`config.mk`:
```
export PLATFORM = sky130hd
export DESIGN_NAME = pcie_lane_striper
export DESIGN_NICKNAME = d
export VERILOG_FILES = /design/src/rtl/pcie_lane_striper.sv
export SDC_FILE = /design/constraint.sdc
export NUM_CORES = 1
export LEC_CHECK = 0
export BUFFER_PORTS_ARGS = -buffer_cell sky130_fd_sc_hd__buf_2
export CORE_ASPECT_RATIO = 0.9
export CORE_UTILIZATION = 40
export CTS_BUF_LIST = sky130_fd_sc_hd__clkbuf_16
export CTS_CLUSTER_SIZE = 30
export DETAILED_ROUTE_END_ITERATION = 12
export GPL_TIMING_DRIVEN = 0
export SYNTH_ARGS = -nofsm -noshare
export SYNTH_HDL_FRONTEND = slang
export SYNTH_SLANG_ARGS = --single-unit
```
`constraint.sdc`:
```
create_clock -name clk_i -period 5.95 [get_ports clk_i]
set_clock_uncertainty 0.2 [all_clocks]
set_input_delay 0.8925 -clock clk_i [delete_from_list [all_inputs] [get_ports clk_i]]
set_output_delay 0.8925 -clock clk_i [all_outputs]
set_load 0.02 [all_outputs]
```
`src/rtl/pcie_lane_striper.sv`:
```
// Byte striper from the Data Link Layer word stream onto 1..NUM_LANES lanes.
// Optional PAD fill of partial flush groups is enabled by defining PCIE_STRIPE_PAD_EN.
module pcie_lane_striper #(
  parameter int MAC_FRAME_WIDTH = 32,
  parameter int NUM_LANES       = 4,
  parameter int BUF_BYTES       = 2 * (((MAC_FRAME_WIDTH / 8) > NUM_LANES) ?
                                       (MAC_FRAME_WIDTH / 8) : NUM_LANES)
) (
  input  logic                         clk_i,
  input  logic                         rst_i,
  input  logic [$clog2(NUM_LANES):0]   link_width_i,
  input  logic [MAC_FRAME_WIDTH-1:0]   mac_data_frame_i,
  input  logic                         mac_data_frame_last_i,
  input  logic                         mac_data_frame_valid_i,
  output logic                         mac_data_frame_ready_o,
  output logic [NUM_LANES*8-1:0]       lane_data_o,
  output logic [NUM_LANES-1:0]         lane_k_o,
  output logic [NUM_LANES-1:0]         lane_valid_o,
  input  logic                         lane_ready_i,
  output logic                         busy_o
);

  localparam int BYTES     = MAC_FRAME_WIDTH / 8;
  localparam int LOG_LANES = $clog2(NUM_LANES);
  localparam int LWW       = LOG_LANES + 1;
  localparam int CW        = $clog2(BUF_BYTES + 1);
  localparam int IW        = (BUF_BYTES > 1) ? $clog2(BUF_BYTES) : 1;
  localparam int BIW       = (BYTES > 1) ? $clog2(BYTES) : 1;

  typedef enum logic [1:0] {IDLE, STREAM, FLUSH} state_t;

  state_t                  state_q;
  logic [CW-1:0]           count_q, count_d;
  logic [7:0]              buf_q [BUF_BYTES];
  logic [7:0]              buf_d [BUF_BYTES];
  logic [7:0]              macByte [BYTES];
  logic [CW-1:0]           nLanes_q, laneSel;
  logic [NUM_LANES*8-1:0]  outData_q, grpData;
  logic [NUM_LANES-1:0]    outValid_q, grpValid;
  logic [CW-1:0]           free, popCnt, remain;
  logic                    push, load, outEmpty;
`ifdef PCIE_STRIPE_PAD_EN
  logic [NUM_LANES-1:0]    outK_q, grpK;
`endif

  // Ready is a function of state and fill level only, never of the incoming valid.
  assign free                   = CW'(BUF_BYTES) - count_q;
  assign mac_data_frame_ready_o = !rst_i && (state_q != FLUSH) && (free >= CW'(BYTES));
  assign push                   = mac_data_frame_valid_i && mac_data_frame_ready_o;
  assign outEmpty               = ~|outValid_q;
  assign load                   = outEmpty || lane_ready_i;

  always_comb begin
    if (link_width_i >= LWW'(LOG_LANES)) laneSel = CW'(NUM_LANES);
    else                                 laneSel = CW'(1) << link_width_i;
  end

  always_comb begin
    for (int k = 0; k < BYTES; k++) macByte[k] = mac_data_frame_i[8*k +: 8];
  end

  // Lane i always takes buffer byte i; a partial group only forms while flushing.
  always_comb begin
    popCnt   = '0;
    grpData  = '0;
    grpValid = '0;
`ifdef PCIE_STRIPE_PAD_EN
    grpK     = '0;
`endif
    if (load) begin
      if (count_q >= nLanes_q)                       popCnt = nLanes_q;
      else if ((state_q == FLUSH) && (count_q != '0)) popCnt = count_q;
    end
    for (int i = 0; i < NUM_LANES; i++) begin
      if (CW'(i) < popCnt) begin
        grpData[8*i +: 8] = buf_q[i];
        grpValid[i]       = 1'b1;
      end
`ifdef PCIE_STRIPE_PAD_EN
      else if ((popCnt != '0) && (CW'(i) < nLanes_q)) begin
        grpData[8*i +: 8] = 8'hF7;
        grpK[i]           = 1'b1;
        grpValid[i]       = 1'b1;
      end
`endif
    end
  end

  // Surviving bytes shift down by the popped amount; a pushed word lands right behind them.
  always_comb begin
    remain = count_q - popCnt;
    for (int j = 0; j < BUF_BYTES; j++) begin
      buf_d[j] = buf_q[j];
      if (CW'(j) < remain) begin
        buf_d[j] = buf_q[IW'(j) + IW'(popCnt)];
      end else if (push && (CW'(j) < remain + CW'(BYTES))) begin
        buf_d[j] = macByte[BIW'(CW'(j) - remain)];
      end
    end
    count_d = remain + (push ? CW'(BYTES) : '0);
  end

  always_ff @(posedge clk_i) begin
    if (rst_i) begin
      state_q    <= IDLE;
      count_q    <= '0;
      nLanes_q   <= CW'(1);
      outData_q  <= '0;
      outValid_q <= '0;
`ifdef PCIE_STRIPE_PAD_EN
      outK_q     <= '0;
`endif
    end else begin
      count_q <= count_d;
      buf_q   <= buf_d;
      if (load) begin
        outData_q  <= grpData;
        outValid_q <= grpValid;
`ifdef PCIE_STRIPE_PAD_EN
        outK_q     <= grpK;
`endif
      end
      // Link width is captured only when a frame starts and then held until IDLE.
      case (state_q)
        IDLE: begin
          if (push) begin
            nLanes_q <= laneSel;
            state_q  <= mac_data_frame_last_i ? FLUSH : STREAM;
          end
        end
        STREAM: begin
          if (push && mac_data_frame_last_i) state_q <= FLUSH;
        end
        FLUSH: begin
          if ((count_q == '0) && load) state_q <= IDLE;
        end
        default: state_q <= IDLE;
      endcase
    end
  end

  assign lane_data_o  = outData_q;
  assign lane_valid_o = outValid_q;
  assign busy_o       = (state_q != IDLE);
`ifdef PCIE_STRIPE_PAD_EN
  assign lane_k_o     = outK_q;
`else
  assign lane_k_o     = '0;
`endif

endmodule
```
# After elaboration in Yosys (flattened, before gate mapping)
# Cells that the tools add are included.
[classes] addsub=19 n_eq_ne=6 reduce_logical=40 div_mod_pow=0 n_lt_le_gt_ge=39 shifts=1 bitwise=17 n_mul=0 n_mux=82
[op_table] operator="$mux 8" count=52
[op_table] operator="$bmux 8 s3" count=8
[op_table] operator="$bmux 8 s2" count=8
[op_table] operator="$ge 4x4->1 const B" count=8
[op_table] operator="$lt 3x4->1 const A" count=8
[op_table] operator="$not 3->4" count=8
[op_table] operator="$ge 3x3->1 const B" count=8
[op_table] operator="$lt 1x4->1 const A" count=6
[op_table] operator="$lt 2x4->1 const A" count=6
[op_table] operator="$not 2->3" count=8
[op_table] operator="$reduce_and 2->1" count=9
[op_table] operator="$reduce_bool 2->1" count=9
[op_table] operator="$mux 4" count=4
[op_table] operator="$logic_and 1x1->1" count=14
[op_table] operator="$add 3x3->3 const A" count=4
[op_table] operator="$mux 2" count=4
[op_table] operator="$sub 1x2->2 const A" count=4
[op_table] operator="$sub 2x2->2 const A" count=4
[op_table] operator="$add 2x3->3 const A" count=2
[op_table] operator="$ne 2x2->1 const B" count=3
[op_table] operator="$pmux 2 s3" count=1
[op_table] operator="$add 4x3->4" count=1
[op_table] operator="$add 4x3->4 const B" count=1
[op_table] operator="$ge 4x3->1 const B" count=1
[op_table] operator="19 further kinds" count=23
[word_totals] latch_bits=0 reg_bits=110 ram_bits=0 n_memories=0 inputBits=40 romBits=0 output_inout_bits=42

# Depth between registers and ports, before layout
[depth] word_depth=13 mapped_depth=21

# Worst setup path before layout
# OpenSTA, ideal clock, no wires.
[synth_timing] kind="input-to-reg" from="input port lane_ready_i" to="register buf_q[24] (netlist bit) (enable)" arrival_time_ns=4.825 path_slack_ns=0.549 path_stages=18 setup_time_ns=0.375 cell_sequence="or2_2 buf_6 a31o_1 buf_6 buf_6 buf_2 ha_1 o21ai_0 xnor2_1 xor2_1 clkbuf_1 inv_1 ha_1 and2_1 clkbuf_1 or2_0 clkbuf_1 a21oi_1"
[synth_via] elab_chain_cells=8 elab_cells_between_ends=9 classes_between="add/sub: 2; order compare: 2; mux: 1; reduce/logical: 4"
[synth_rtl] element="start: declaration" line_no="19" text="input logic lane_ready_i,"
[synth_rtl] element="$logic_or 1x1->1 (*)" line_no="51" text="assign load = outEmpty || lane_ready_i;"
[synth_rtl] element="$mux 4 (*)" line_no="70" text="if (load) begin"
[synth_rtl] element="$sub 4x4->4 (*)" line_no="91" text="remain = count_q - popCnt;"
[synth_rtl] element="$add 4x3->4" line_no="96" text="end else if (push && (CW'(j) < remain + CW'(BYTES))) begin"
[synth_rtl] element="$lt 3x4->1" line_no="96"
[synth_rtl] element="$logic_and 1x1->1" line_no="96"
[synth_rtl] element="$reduce_bool 2->1 (no source line) (*)"
[synth_rtl] element="$reduce_and 2->1 (no source line) (*)"
[synth_rtl] element="end signal: assignment" line_no="115" text="buf_q <= buf_d;"
[synth_rtl] element="end: declaration" line_no="34" text="logic [7:0] buf_q [BUF_BYTES];"
# Every way passes the cells marked *; elsewhere a longest branch is shown, timed or not.
# A chain may end at the register's enable or synchronous reset.

# Worst setup path in the final report
[layout_timing] from="register count_q[0]" to="register buf_q[24] (netlist bit) (enable)"
[layout_via] elab_chain_cells=11 elab_cells_between_ends=17 classes_between="add/sub: 3; order compare: 4; mux: 3; reduce/logical: 7"
[layout_rtl] element="start: declaration" line_no="33" text="logic [CW-1:0] count_q, count_d;"
[layout_rtl] element="start signal: assignment" line_no="114" text="count_q <= count_d;"
[layout_rtl] element="parallel branches: the longest is 9 deep, another holds $ge 4x4->1"
[layout_rtl] element="$reduce_bool 2->1 (no source line) (*)"
[layout_rtl] element="$reduce_and 2->1 (no source line) (*)"
# Mark *: on every way between the ends.

==> metrics.txt <==
setup TNS 0 ps; largest net degree at the start of global routing 22; CP Data Arrival Time 5630 ps; Reg clk slew, reported paths 90 ps; GR Overflow Total 0; sequential area share after synthesis 32.9%; Tot GR Track Use 26.6%; r2r endpoint buf_q[24]; vias in the first global route 6967; Worst Max-Slew Pin Slew roughly 1100 ps; DRT Wirelength 28500 um; crit path kind reg2reg; post-route cell area 9770 um^2; mapped cell area 8640 um^2; number of flops mapped to enable cells by yosys 64; setup slack, reg-to-reg around 220 ps; Hold WC Path Type reg2reg; top-area cell type share of the netlist area 22.3%; I/O Pins slightly above 80; final core utilization 46.6%; WL/cell between 20 and 25 um; ANT nets after route 0; initial antenna violation count 0; worst hold path startpoint nLanes_q[3]; DR vias/cell 6.26; Tmin final 5730 ps; fin crit share a little over nine tenths; nets 920; outcome finished, final reports clean; placed cell area 9390 um^2; crit path max fanout 11; WP data required 5840 ps; first-pass GRT wire length between 40000 and 50000 um; area leader, netlist edfxtp_1; R2R depth 21; area grow syn2layout 13.1%; worst skew pair latency 370 ps; port buffer count between 70 and 80; Pins Over Slew Limit 0; crit start category flip-flop; Worst Setup End Kind flip-flop; dominant synthesized flop cell edfxtp_1; Sink Count 110; # DRC 0; # Max-Cap Violations 0; Post-DP HPWL 22900 um; syn avg cell area 11.2 um^2; Async SR Flop Fraction 0%; DR vias a little over 7000; DIE WIDTH 157 um; Crit Reg-Reg Startpoint count_q[0]; clock buffer depth 2; final setup violation count 0; final hold viol count 0; YS warnings 0; CTS root buffer clkbuf_16; Slew headroom 27.9%; Core ar. 21000 um^2; GPL Wtd Cong 0.934; worst hold stages 2; most area-consuming cells after synthesis edfxtp_1 (22%), mux4_2 (18%), mux2i_1 (16%), dfxtp_1 (11%), a22o_1 (3.2%); cts bufs inserted 9; Starting Density 41.2%; Die Ht 141 um; die area 22200 um^2; FILL cells about 2000; post-synth cell types 56; CTS tree done; Multi-input gate area 5480 um^2; layout cells sized above 1 26.0%; synthesis-stage register bit count 110; Initial DRT Pass Iterations 5; hold path endpoint nLanes_q[3]; Seq. cell area 2840 um^2; f_max 174 MHz; Site Rows 50; Iter 0 DRT Violations 764; ant diodes 0; H-tree depth 3; Mapped Cells 774
## cell usage after synthesis, types with 3 or more instances
library cell and instances:
nand3_1 12, xor2_1 4, mux2_2 14, buf_6 4, or3_1 3, edfxtp_1 64
nor2_1 58, a21oi_1 32, buf_1 5, a31oi_1 5, o31ai_1 24, a22o_1 32
clkbuf_1 39, mux2i_1 134, o21ai_0 26, nor2b_1 4, buf_4 6, o21ai_1 3
a22oi_1 33, a211oi_1 3, buf_2 12, nor3_1 5, nand2_1 42, inv_1 16
dfxtp_1 46, ha_1 16, or2_2 3, mux4_2 70, nor4_1 10, a32o_1 16
## worst max path at each step
stage	slack, ps	from	end	depth (start not counted)
2_1_floorplan	550	lane_ready_i	buf_q[24]	18
3_3_place_gp	-1240	lane_ready_i	buf_q[14]	17
3_5_place_dp	-1270	lane_ready_i	buf_q[14]	17
4_1_cts	10	nLanes_q[2]	buf_q[29]	21
5_1_grt	-10	nLanes_q[2]	buf_q[25]	21
6_report	220	count_q[0]	buf_q[24]	21
## worst max-delay path, cell delays in order (launching register included)
cell,delay [ps]
dfxtp_1,410
inv_1,100
ha_1,290
nor2b_1,50
o21a_2,240
nor4_1,470
nor2_4,160
clkbuf_2,280
ha_1,340
nand2_1,40
o21ai_0,280
xnor2_2,220
xor2_4,430
clkbuf_2,370
inv_1,100
ha_1,230
and2_1,140
clkbuf_1,190
or2_0,230
clkbuf_1,260
a21oi_4,250
buf_12,160
## routing by layer
metal | part of all wire [%] | GRT usage [%] | vias up
li1 | - | - | 3232
met4 | 1.2 | 5.26 | 0
met5 | 0 | 0 | -
met1 | 46 | 39.5 | 3555
met2 | 42 | 39.0 | 414
met3 | 11 | 6.69 | 26
## cell usage in the layout (no fill, tap or decap), drive strengths merged, types with 4 or more instances in the layout
cell type	instances
clkbuf	48
dfxtp	46
a22oi	33
edfxtp	64
o31ai	24
buf	102
mux4	70
mux2	14
xor2	5
and2	4
nor3	6
a32o	16
a21oi	32
mux2i	134
nand3	12
nor2	60
a211oi	4
ha	16
nand2	42
inv	22
o21ai	31
a22o	32
nor2b	4
a31oi	5
nor4	11
conb	4
or2	5
## layout make-up
class / instances / share of cell area [%]
Multi-Input combinational cell: 583 / 56.1
Sequential cell: 110 / 29.1
Timing Repair Buffer: 77 / 4.10
Tap cell: 286 / 3.66
Buffer: 64 / 3.21
Clock buffer: 9 / 2.31
Clock inverter: 7 / 0.768
Inverter: 18 / 0.743
## state kept, by name, summed over array words and instances (netlist names)
signal	flops
nLanes_q	4
state_q	2
count_q	4
buf_q	64
lane_valid_o	4
lane_data_o	32
## logic make-up after synthesis
kind of cell / count (synthesis) / share of synthesized area [%]
muxes: 218 / 35.6
AOI/OAI and AO/OA: 183 / 15.2
xor gates and xnor gates: 8 / 0.985
other: 1 / 0.0434
DFF: 110 / 32.9
buffers and inverters: 84 / 4.49
and+or+nand+nor: 153 / 8.17
adders and majority gates: 17 / 2.55
## through the flow
| stage | setup slack [ps] | hold slack [ps] | std cells |
|---|---|---|---|
| 6_report | 216 | 296 | 1154 |
| 5_1_grt | -10.6 | 336 | 1154 |
| 4_1_cts | 12.5 | 295 | 1154 |
| 3_5_place_dp | -1270 | 284 | 1139 |
| 3_3_place_gp | -1240 | 283 | 1139 |
| 2_1_floorplan | 549 | 251 | 777 |
## what timing repair did
action / 4_1_cts / 5_1_grt
pin swaps: 0 / 1
gates resized for setup: 13 / 5
hold buffers: 0 / 0
setup buffers: 0 / 1
cloned: 0 / 0
setup endpoints to repair: 71 / 60
Power is not shown: default switching activity piles up to over one toggle a cycle in this logic, so the estimate is an artifact.
